[src/rtl/led_frame_scheduler.sv]
`default_nettype none
// ============================================================================
// Module      : led_frame_scheduler
// Description : Walks an LED strip's pixel memory once per frame, hands each
//               GRB word to the bit driver, then holds the latch gap.
// Revision    : 1.0 - initial release
// ============================================================================
module led_frame_scheduler #(
    parameter int NUM_LEDS     = 16,
    parameter int LATCH_CYCLES = 28000,
    parameter int AW           = (NUM_LEDS > 1) ? $clog2(NUM_LEDS) : 1
) (
    input  logic          clk_in,
    input  logic          rst_n_in,
    input  logic          start_in,
    input  logic          auto_in,
    output logic [AW-1:0] pix_addr_out,
    output logic          pix_rd_out,
    input  logic [23:0]   pix_data_in,
    output logic [23:0]   color_out,
    output logic          color_valid_out,
    input  logic          color_ready_in,
    output logic          busy_out,
    output logic          frame_done_out,
    output logic [15:0]   frame_count_out
);

    localparam int LW = (LATCH_CYCLES > 1) ? $clog2(LATCH_CYCLES) : 1;
    localparam logic [AW-1:0] c_last_idx   = AW'(NUM_LEDS - 1);
    localparam logic [LW-1:0] c_latch_last = LW'(LATCH_CYCLES - 1);

    typedef enum logic [2:0] {
        S_IDLE    = 3'd0,
        S_FETCH   = 3'd1,
        S_WAIT_RD = 3'd2,
        S_SEND    = 3'd3,
        S_DRAIN   = 3'd4,
        S_LATCH   = 3'd5
    } state_t;

    state_t        r_state,       w_state;
    logic [AW-1:0] r_idx,         w_idx;
    logic [LW-1:0] r_latch_cnt,   w_latch_cnt;
    logic [AW-1:0] r_pix_addr,    w_pix_addr;
    logic          r_pix_rd,      w_pix_rd;
    logic [23:0]   r_color,       w_color;
    logic          r_color_valid, w_color_valid;
    logic          r_busy,        w_busy;
    logic          r_frame_done,  w_frame_done;
    logic [15:0]   r_frame_count, w_frame_count;

    always_comb begin
        w_state       = r_state;
        w_idx         = r_idx;
        w_latch_cnt   = r_latch_cnt;
        w_pix_addr    = r_pix_addr;
        w_pix_rd      = 1'b0;
        w_color       = r_color;
        w_color_valid = r_color_valid;
        w_busy        = r_busy;
        w_frame_done  = 1'b0;
        w_frame_count = r_frame_count;

        case (r_state)
            S_IDLE: begin
                // busy was left high through the frame_done cycle; drop it here
                w_busy = 1'b0;
                if (start_in || auto_in) begin
                    w_state    = S_FETCH;
                    w_idx      = '0;
                    w_pix_addr = '0;
                    w_pix_rd   = 1'b1;
                    w_busy     = 1'b1;
                end
            end
            S_FETCH: begin
                w_state = S_WAIT_RD;
            end
            S_WAIT_RD: begin
                w_color       = pix_data_in;
                w_color_valid = 1'b1;
                w_state       = S_SEND;
            end
            S_SEND: begin
                if (r_color_valid && color_ready_in) begin
                    w_color_valid = 1'b0;
                    if (r_idx != c_last_idx) begin
                        w_idx      = r_idx + AW'(1);
                        w_pix_addr = r_idx + AW'(1);
                        w_pix_rd   = 1'b1;
                        w_state    = S_FETCH;
                    end else begin
                        w_state = S_DRAIN;
                    end
                end
            end
            S_DRAIN: begin
                // ready here means the driver has finished shifting the last pixel
                if (color_ready_in) begin
                    w_state     = S_LATCH;
                    w_latch_cnt = '0;
                end
            end
            S_LATCH: begin
                if (r_latch_cnt == c_latch_last) begin
                    w_frame_done  = 1'b1;
                    w_frame_count = r_frame_count + 16'd1;
                    w_state       = S_IDLE;
                end else begin
                    w_latch_cnt = r_latch_cnt + LW'(1);
                end
            end
            default: begin
                w_state = S_IDLE;
            end
        endcase
    end

    always_ff @(posedge clk_in or negedge rst_n_in) begin
        if (!rst_n_in) begin
            r_state       <= S_IDLE;
            r_idx         <= '0;
            r_latch_cnt   <= '0;
            r_pix_addr    <= '0;
            r_pix_rd      <= 1'b0;
            r_color       <= '0;
            r_color_valid <= 1'b0;
            r_busy        <= 1'b0;
            r_frame_done  <= 1'b0;
            r_frame_count <= '0;
        end else begin
            r_state       <= w_state;
            r_idx         <= w_idx;
            r_latch_cnt   <= w_latch_cnt;
            r_pix_addr    <= w_pix_addr;
            r_pix_rd      <= w_pix_rd;
            r_color       <= w_color;
            r_color_valid <= w_color_valid;
            r_busy        <= w_busy;
            r_frame_done  <= w_frame_done;
            r_frame_count <= w_frame_count;
        end
    end

    assign pix_addr_out    = r_pix_addr;
    assign pix_rd_out      = r_pix_rd;
    assign color_out       = r_color;
    assign color_valid_out = r_color_valid;
    assign busy_out        = r_busy;
    assign frame_done_out  = r_frame_done;
    assign frame_count_out = r_frame_count;

endmodule
`default_nettype wire

[config.mk]
export PLATFORM = sky130hd
export DESIGN_NAME = led_frame_scheduler
export DESIGN_NICKNAME = d
export VERILOG_FILES = /design/src/rtl/led_frame_scheduler.sv
export SDC_FILE = /design/constraint.sdc
export NUM_CORES = 1
export LEC_CHECK = 0
export ABC_AREA = 1
export BUFFER_PORTS_ARGS = -buffer_cell sky130_fd_sc_hd__buf_2
export CAP_MARGIN = 10
export CORE_MARGIN = 8
export CORE_UTILIZATION = 54
export DETAILED_ROUTE_END_ITERATION = 10
export PLACE_DENSITY = 0.8
export SLEW_MARGIN = 20
export SYNTH_ARGS = -nofsm -noshare
export SYNTH_HDL_FRONTEND = slang
export SYNTH_SLANG_ARGS = --single-unit
export TNS_END_PERCENT = 10
[constraint.sdc]
create_clock -name clk_in -period 2 [get_ports clk_in]
set_input_delay 0.5 -clock clk_in [delete_from_list [all_inputs] [get_ports clk_in]]
set_output_delay 0.5 -clock clk_in [all_outputs]
set_load 0.02 [all_outputs]
* After elaboration in Yosys (flattened, before gate mapping)
Index checks and enable logic that the tools add are counted.
Storage, ports and cells: register bits after elaboration 66, output and inout port bits 48
Cells by class: add/subtract/negate cells 3, eq/ne operators 13, muxes and demuxes 21, reduce and logical (&&, ||, !) cells 11
Operators by type and width (number):
- 2-to-1 mux 15 bit | 2
- one-hot mux 15 bit (2 select lines) | 1
- one-hot mux 3 bit (6 select lines) | 1
- adder 16 x 1 -> 16 bit (second input constant) | 1
- adder 15 x 1 -> 15 bit (second input constant) | 1
- equality test 15 bit (second input constant) | 1
- 2-to-1 mux 3 bit | 5
- 2-to-1 mux 4 bit | 3
- inequality test 2 bit (second input constant) | 6
- one-hot mux 4 bit (2 select lines) | 1
- AND reduction 4 bit | 2
- equality test 3 x 2 -> 1 bit (second input constant) | 2
- equality test 3 bit (second input constant) | 2
- 2-to-1 mux 1 bit | 6
- nonzero test 2 bit | 3
- adder 4 x 1 -> 4 bit (second input constant) | 1
- inequality test 4 bit (second input constant) | 1
- one-hot mux 1 bit (2 select lines) | 2
- AND reduction 2 bit | 2
- equality test 3 x 1 -> 1 bit (second input constant) | 1
- zero test 3 bit | 1
- AND reduction 3 bit | 1
- logical AND 1 bit | 1
- logical OR 1 bit | 1

* Depth between registers and ports, before layout
Gate-level depths: netlist of the first run.
depth in word-level cells 4, mapped depth 10

* Worst setup path after synthesis of the first run
Ideal clock, no wire load.
kind register -> register, from register r_latch_cnt[0], to register r_frame_count[12], in the netlist frame_count_out[12], arrival 1.335 ns, data required time 1.883 ns, path slack 0.548 ns, stages on the path, launching flop included 9, buffers on the path 0, clock period less this slack 1.452 ns, path through dfrtp_1 ha_1 nand3_2 nor2_4 nand3_4 nor2_1 nand2_1 nand2_1 nand2_1
Between the ends: longest elaborated chain between the ends 2
Ends and longest elaborated chain:
- start: declaration | line 43 | logic [LW-1:0] r_latch_cnt, w_latch_cnt;
- start signal: assignment | line 134 | r_latch_cnt <= w_latch_cnt;
- equality test 15 bit | line 105 | if (r_latch_cnt == c_latch_last) begin
- AND reduction 2 bit (no source line)
- end signal: assignment | line 141 | r_frame_count <= w_frame_count;
- end: declaration | line 50 | logic [15:0] r_frame_count, w_frame_count;
Every way passes these cells. A chain may end at the register's enable or synchronous reset.

* Final worst setup path of the first run
from register r_state[0], to register r_latch_cnt[11]
Between the ends: longest elaborated chain between the ends 3, elaborated cells on any way between the ends 7, those cells by class eq/ne (4); mux (1); reduce/logical (2)
Ends and longest elaborated chain:
- start: declaration | line 41 | state_t r_state, w_state;
- start signal: assignment | line 132 | r_state <= w_state;
- equality test 3 bit | line 64 | case (r_state)
- inequality test 2 bit (no source line) / nonzero test 2 bit (equally long branches)
- AND reduction 3 bit (no source line)
Several ways; a longest one is shown, not always the timed one.

==> results of run 1 <==
area by class of cell:
class,count,area share [%]
inverter,41,3.88
multi-input combinational,272,37.3
timing repair buffer,79,10.4
clock inverter,6,1.25
tap,75,2.35
sequential,66,41.3
clock buffer,10,3.45
per-layer routing:
layer,wire length [µm],up-vias
li1,-,1420
met1,3310,1341
met2,3540,102
met3,769,14
met4,136,0
met5,0,-
cells in the final DEF (no fill, tap or decap), drive strengths merged:
cell and instances:
dfrtp 66, a22oi 1, clkbuf 10, or2 1, o211ai 3, a21boi 1, clkinvlp 1, ha 3
nand2 103, o22ai 1, clkinv 4, nor3 5, o21ai 24, mux2 24, xor2 7, xnor2 5
nor2 48, inv 42, nand3 29, buf 79, a21oi 6, nand4 11
registers in the layout, indices dropped and copies added, names as in the netlist:
name and count:
pix_rd_out 1, pix_addr_out 4, color_out 24, r_latch_cnt 15, color_valid_out 1, frame_done_out 1
busy_out 1, r_state 3, frame_count_out 16
final timing paths:
kind | startpoint | end | slack, ns | depth (start not counted)
max reg2reg | r_state[0]$_DFFE_PN0P_ | r_latch_cnt[11]$_DFFE_PN0P_ | 0.28 | 6
min in group clk_in | pix_data_in[9] | color_out[9]$_DFFE_PN0P_ | 0.38 | 2
min reg2reg | color_out[7]$_DFFE_PN0P_ | color_out[7]$_DFFE_PN0P_ | 0.50 | 1
max | r_state[0]$_DFFE_PN0P_ | r_latch_cnt[11]$_DFFE_PN0P_ | 0.28 | 6
max in group asynchronous | rst_n_in | r_latch_cnt[1]$_DFFE_PN0P_ | 1.56 | 2
min | rst_n_in | frame_count_out[11]$_DFFE_PN0P_ | 0.15 | 2
stage by stage:
| step | cells | hold slack, ns |
|---|---|---|
| 4_1_cts | 549 | 0.170 |
| 2_1_floorplan | 384 | 0.204 |
| 6_report | 549 | 0.149 |
| 3_3_place_gp | 533 | 0.481 |
| 5_1_grt | 549 | 0.181 |
| 3_5_place_dp | 533 | 0.490 |
logic make-up after synthesis:
kind of cell,Yosys count,synth area share (%)
fa+ha+maj,3,1.13
mux,24,8.12
xor+xnor,12,3.16
compound gates,36,5.94
buf+inv,46,5.56
flops,66,49.6
simple gates,197,26.5
report_power, final:
part / total [mW] / switching [mW] / internal (mW)
Clock: 1.06 / 0.565 / 0.498
Combinational: 1.67 / 0.990 / 0.681
Sequential: 1.87 / 0.200 / 1.67
==> flow_metrics.tcl, run 1 <==
set metrics [dict create \
    synth_edf_count 0 \
    finalMaxSlewViolations 0 \
    critical-path-max-stage-delay_ns 0.44 \
    worst_ep_arrival_time_ns 1.99 \
    rsz0062_at_grt "no" \
    antenna_found_initial 0 \
    busiest_layer "met2" \
    outcome "finished clean" \
    cp-start-kind "register" \
    cp_data_required_time_ns 2.27 \
    critPathMostFrequentCell "inv_2" \
    numCtsBuffers 9 \
    diodes 0 \
    htree_levels 3 \
    ant_nets 0 \
    synth_warnings 0 \
    drive_gt1_share_pct 28.1 \
    max_cap_viol_count 0 \
    dieHeight_um 94.5 \
    worst_pin_slew_ns 0.491 \
    min_period_over_period_pct 86.0 \
    place_congestion 0.931 \
    yosysUniqueCellTypes 30 \
    setup_violations 0 \
    async_flop_share_pct 100 \
    max_freq_ghz 0.581 \
    use_met3_pct 7.86 \
    grt_use_met1_pct 22.7 \
    start_util_pct 55.9 \
    grtUsageTotal_pct 18.6 \
    synth_nets 416 \
    ys_seq_area_share_pct 49.6 \
    post-dp-hpwl_mm 5.75 \
    io_pins 77 \
    ctsHoldBuffers 0 \
    holdCritPathClass "input port to asynchronous set/reset pin" \
    grt_max_degree 67 \
    overflow 0 \
    clkTransAtPathRegs_ns 0.08 \
    final_nets 501 \
    cts_buffer_depth 2 \
    fin_crit_ns 1.72 \
    ctsResizeCount 0 \
    syn-instance-count 384 \
    leakage_nw 2.06 \
    finalClockSkew_ns 0.0102 \
    synth_commonest_cells "102 x nand2_1, 66 x dfrtp_1, 46 x nor2_1" \
    port_buffers 76 \
    nFillCells 501 \
    synth.cell_area_um2 3330 \
    fin_area_um2 4000 \
    power_mw 4.61 \
    cts_tree "built" \
    vias 2877 \
    die-area_um2 8930 \
    totalNegativeSetupSlack_ns 0 \
    path_buf_inv 2 \
    met2_usage_pct 28.0 \
    fin_ws_ns 0.279 \
    insertion_delay_ns 0.35 \
    ir_worst_vdd_v 0.000870 \
    first_pass_iters 6 \
    slew_headroom_pct 67.1 \
    yosys.area.top_type_share_pct 49.6 \
    drt_wl_total_mm 7.76 \
    ys_ff_latch 66 \
    ff_latch_area_um2 1650 \
    cp_top_family "simple AND/OR/NAND/NOR gates" \
    grt_pass1_wl_mm 13.3 \
    core_area_um2 5960 \
    synth_top_area_cell "dfrtp_1" \
    cp_cell_sequence "inv_2 -> nor3_4 -> inv_2 -> a21oi_2 -> nand3_1 -> o21ai_1" \
    slowest_stage "dfrtp_1" \
    ys.flop_type "dfrtp_1" \
    cp_max_fo 8 \
    syn2layout_area_growth_pct 20.0 \
    netlist_top_cells_area "dfrtp_1 50%, nand2_1 12%, mux2_2 8.1%" \
    via_per_inst 5.24 \
    placed_area_um2 3810 \
    hold_viol 0 \
    pre_cts_slack_ns 0.325 \
    worst-setup-path-type "register to register" \
    fp.dieW_um 94.5 \
    row_count 28 \
    synth_most_common_cell "nand2_1" \
    drc 0 \
    post_cts_buffers 0 \
    initialDrtViolationCount 153 \
    end_kind "register" \
    syn_avg_cell_area_um2 8.67 \
    cts_root_buffer "clkbuf_8" \
    multi_input_area_um2 1490 \
    cts_sinks 66 \
    post_drt_wl_per_cell_um 14.1 \
    final_util_pct 67.1 \
    p_per_area_nw_per_um2 1150 \
    grt_pass1_vias 2916 \
]
No activity file was read; power rests on OpenSTA's default activity.
==> run 2, diff against run 1 <==
- PLACE_DENSITY: 0.8 -> 0.88
==> run 2 against run 1 <==
  * Global-route usage is 0.069 points higher
  * Design area is 0.28% higher
  * Sequential power hardly changed
  * Core utilization is 0.19 points higher
  * Sequential share of layout area is 0.12 points lower
  * Clock-buffer cell count is 1 lower
  * Worst hold slack worse by 0.0029 ns
  * Non-clock buffer count stayed put
  * Setup slack worse by 0.0096 ns
  * Combinational power hardly changed
==> flow_metrics.tcl, run 2 (synthesized netlist as in run 1, its figures left out) <==
set metrics [dict create \
    cts_buffer_depth 2 \
    drt_wl_total_mm 7.89 \
    final_common_cell "nand2_1" \
    ant_nets 0 \
    p_per_area_nw_per_um2 1180 \
    drc 0 \
    r2r_cells 6 \
    insertion_delay_ns 0.35 \
    place_congestion 0.903 \
    timing.rr.start "r_state[2]$_DFFE_PN0P_" \
    first_pass_iters 5 \
    worst_pin_slew_ns 0.471 \
    slew_headroom_pct 68.5 \
    die-area_um2 8930 \
    antenna_found_initial 0 \
    critical-path-max-stage-delay_ns 0.41 \
    end_kind "register" \
    post_drt_wl_per_cell_um 14.4 \
    vias 2918 \
    slowest_stage "dfrtp_1" \
    outcome "finished clean" \
    htree_levels 3 \
    drive_gt1_share_pct 28.1 \
    hold_viol 0 \
    final_nets 501 \
    post_cts_buffers 0 \
    max_freq_ghz 0.578 \
    totalNegativeSetupSlack_ns 0 \
    dp_cells 533 \
    cp_cell_sequence "inv_1 -> nor3_4 -> inv_2 -> a21oi_2 -> nand3_1 -> o21ai_1" \
    diodes 0 \
    ctsResizeCount 0 \
    r2r_setup_slack_ns 0.27 \
    grtUsageTotal_pct 18.7 \
    setup_violations 0 \
    worst_ep_arrival_time_ns 2.00 \
    largest_register_ffs 24 \
    min_period_over_period_pct 86.5 \
    post-dp-hpwl_mm 5.94 \
    initialDrtViolationCount 173 \
    via_per_inst 5.32 \
    worstReg2RegEnd "r_latch_cnt[11]$_DFFE_PN0P_" \
    cts_tree "built" \
    port_buffers 76 \
    cp_data_required_time_ns 2.27 \
    rsz0062_at_grt "no" \
    fin_cells 549 \
    fin_crit_ns 1.73 \
    dieHeight_um 94.5 \
    cts_sinks 66 \
    io_pins 77 \
    cts_root_buffer "clkbuf_8" \
    max_cap_viol_count 0 \
    leakage_nw 2.06 \
    power_mw 4.73 \
    holdCritPathClass "input port to asynchronous set/reset pin" \
    grt_pass1_vias 2960 \
    final_cell_mix "102 x nand2_1, 76 x buf_2, 66 x dfrtp_1, 46 x nor2_1, 37 x inv_1" \
    finalClockSkew_ns 0.0111 \
    cp_max_fo 8 \
    syn2layout_area_growth_pct 20.4 \
    start_util_pct 55.9 \
    core_area_um2 5960 \
    worst-setup-path-type "register to register" \
    overflow 0 \
    grt_max_degree 67 \
    ir_worst_vdd_v 0.000943 \
    ctsHoldBuffers 0 \
    clkTransAtPathRegs_ns 0.08 \
    fp.dieW_um 94.5 \
    numCtsBuffers 9 \
    finalMaxSlewViolations 0 \
    row_count 28 \
    cp-start-kind "register" \
    grt_pass1_wl_mm 13.4 \
]
## run 2: cell count changes in the layout (fill, tap and decap cells not counted)
cell        change
clkinvlp_4      -1
clkinv_2        +1
inv_8           -1
bufinv_16       +1
clkbuf_8        -1
inv_6           +1
## run 2: power by group
part	switching [mW]	total, mW	leakage [nW]	internal [mW]
Sequential	0.212	1.89	0.777	1.67
Combinational	1.01	1.69	1.18	0.681
Clock	0.567	1.15	0.104	0.584
Total	1.79	4.73	2.06	2.94
## run 2: worst max path at each step
stage	from	end	slack [ns]	depth (start not counted)
after floorplan	r_latch_cnt[0]$_DFFE_PN0P_	frame_count_out[12]$_DFFE_PN0P_	0.55	8
after global placement	r_state[0]$_DFFE_PN0P_	r_latch_cnt[12]$_DFFE_PN0P_	0.40	6
after detailed placement	r_state[2]$_DFFE_PN0P_	r_latch_cnt[12]$_DFFE_PN0P_	0.30	6
after CTS	r_state[0]$_DFFE_PN0P_	r_latch_cnt[3]$_DFFE_PN0P_	0.27	6
after global routing	r_state[0]$_DFFE_PN0P_	r_latch_cnt[3]$_DFFE_PN0P_	0.11	6
final	r_state[2]$_DFFE_PN0P_	r_latch_cnt[11]$_DFFE_PN0P_	0.27	6
## run 2: per-layer routing
layer  track usage, %  routed length, µm
met1             22.4               3210
met2             29.7               3750
met3             7.30                830
met4             7.15                 97
met5                0                  0
## run 2: critical path, delay by kind of cell, from the launching register on
kind	cells	cell delay (ns)
AO/OA/AOI/OAI	2	0.49
flip-flops	1	0.41
AND/OR/NAND/NOR	2	0.53
buffers and inverters	2	0.24
## run 2: layout make-up
type,count,area [µm²]
well taps,75,93.8
flip-flops and latches,66,1650
repair buffers,79,415
clock buffers,9,124
multi-input cells,272,1490
fillers,466,1950
clock inverters,7,75.1
inverters,41,155
## run 2: metrics by stage
stage / util, % / worst slack (ns) / hold WS, ns / cell area, µm²
6_report: 67.3 / 0.270 / 0.146 / 4010
5_1_grt: 67.3 / 0.112 / 0.184 / 4010
4_1_cts: 67.3 / 0.273 / 0.165 / 4010
3_5_place_dp: 63.9 / 0.295 / 0.487 / 3810
3_3_place_gp: 63.9 / 0.397 / 0.482 / 3810
2_1_floorplan: - / 0.548 / 0.204 / 3330
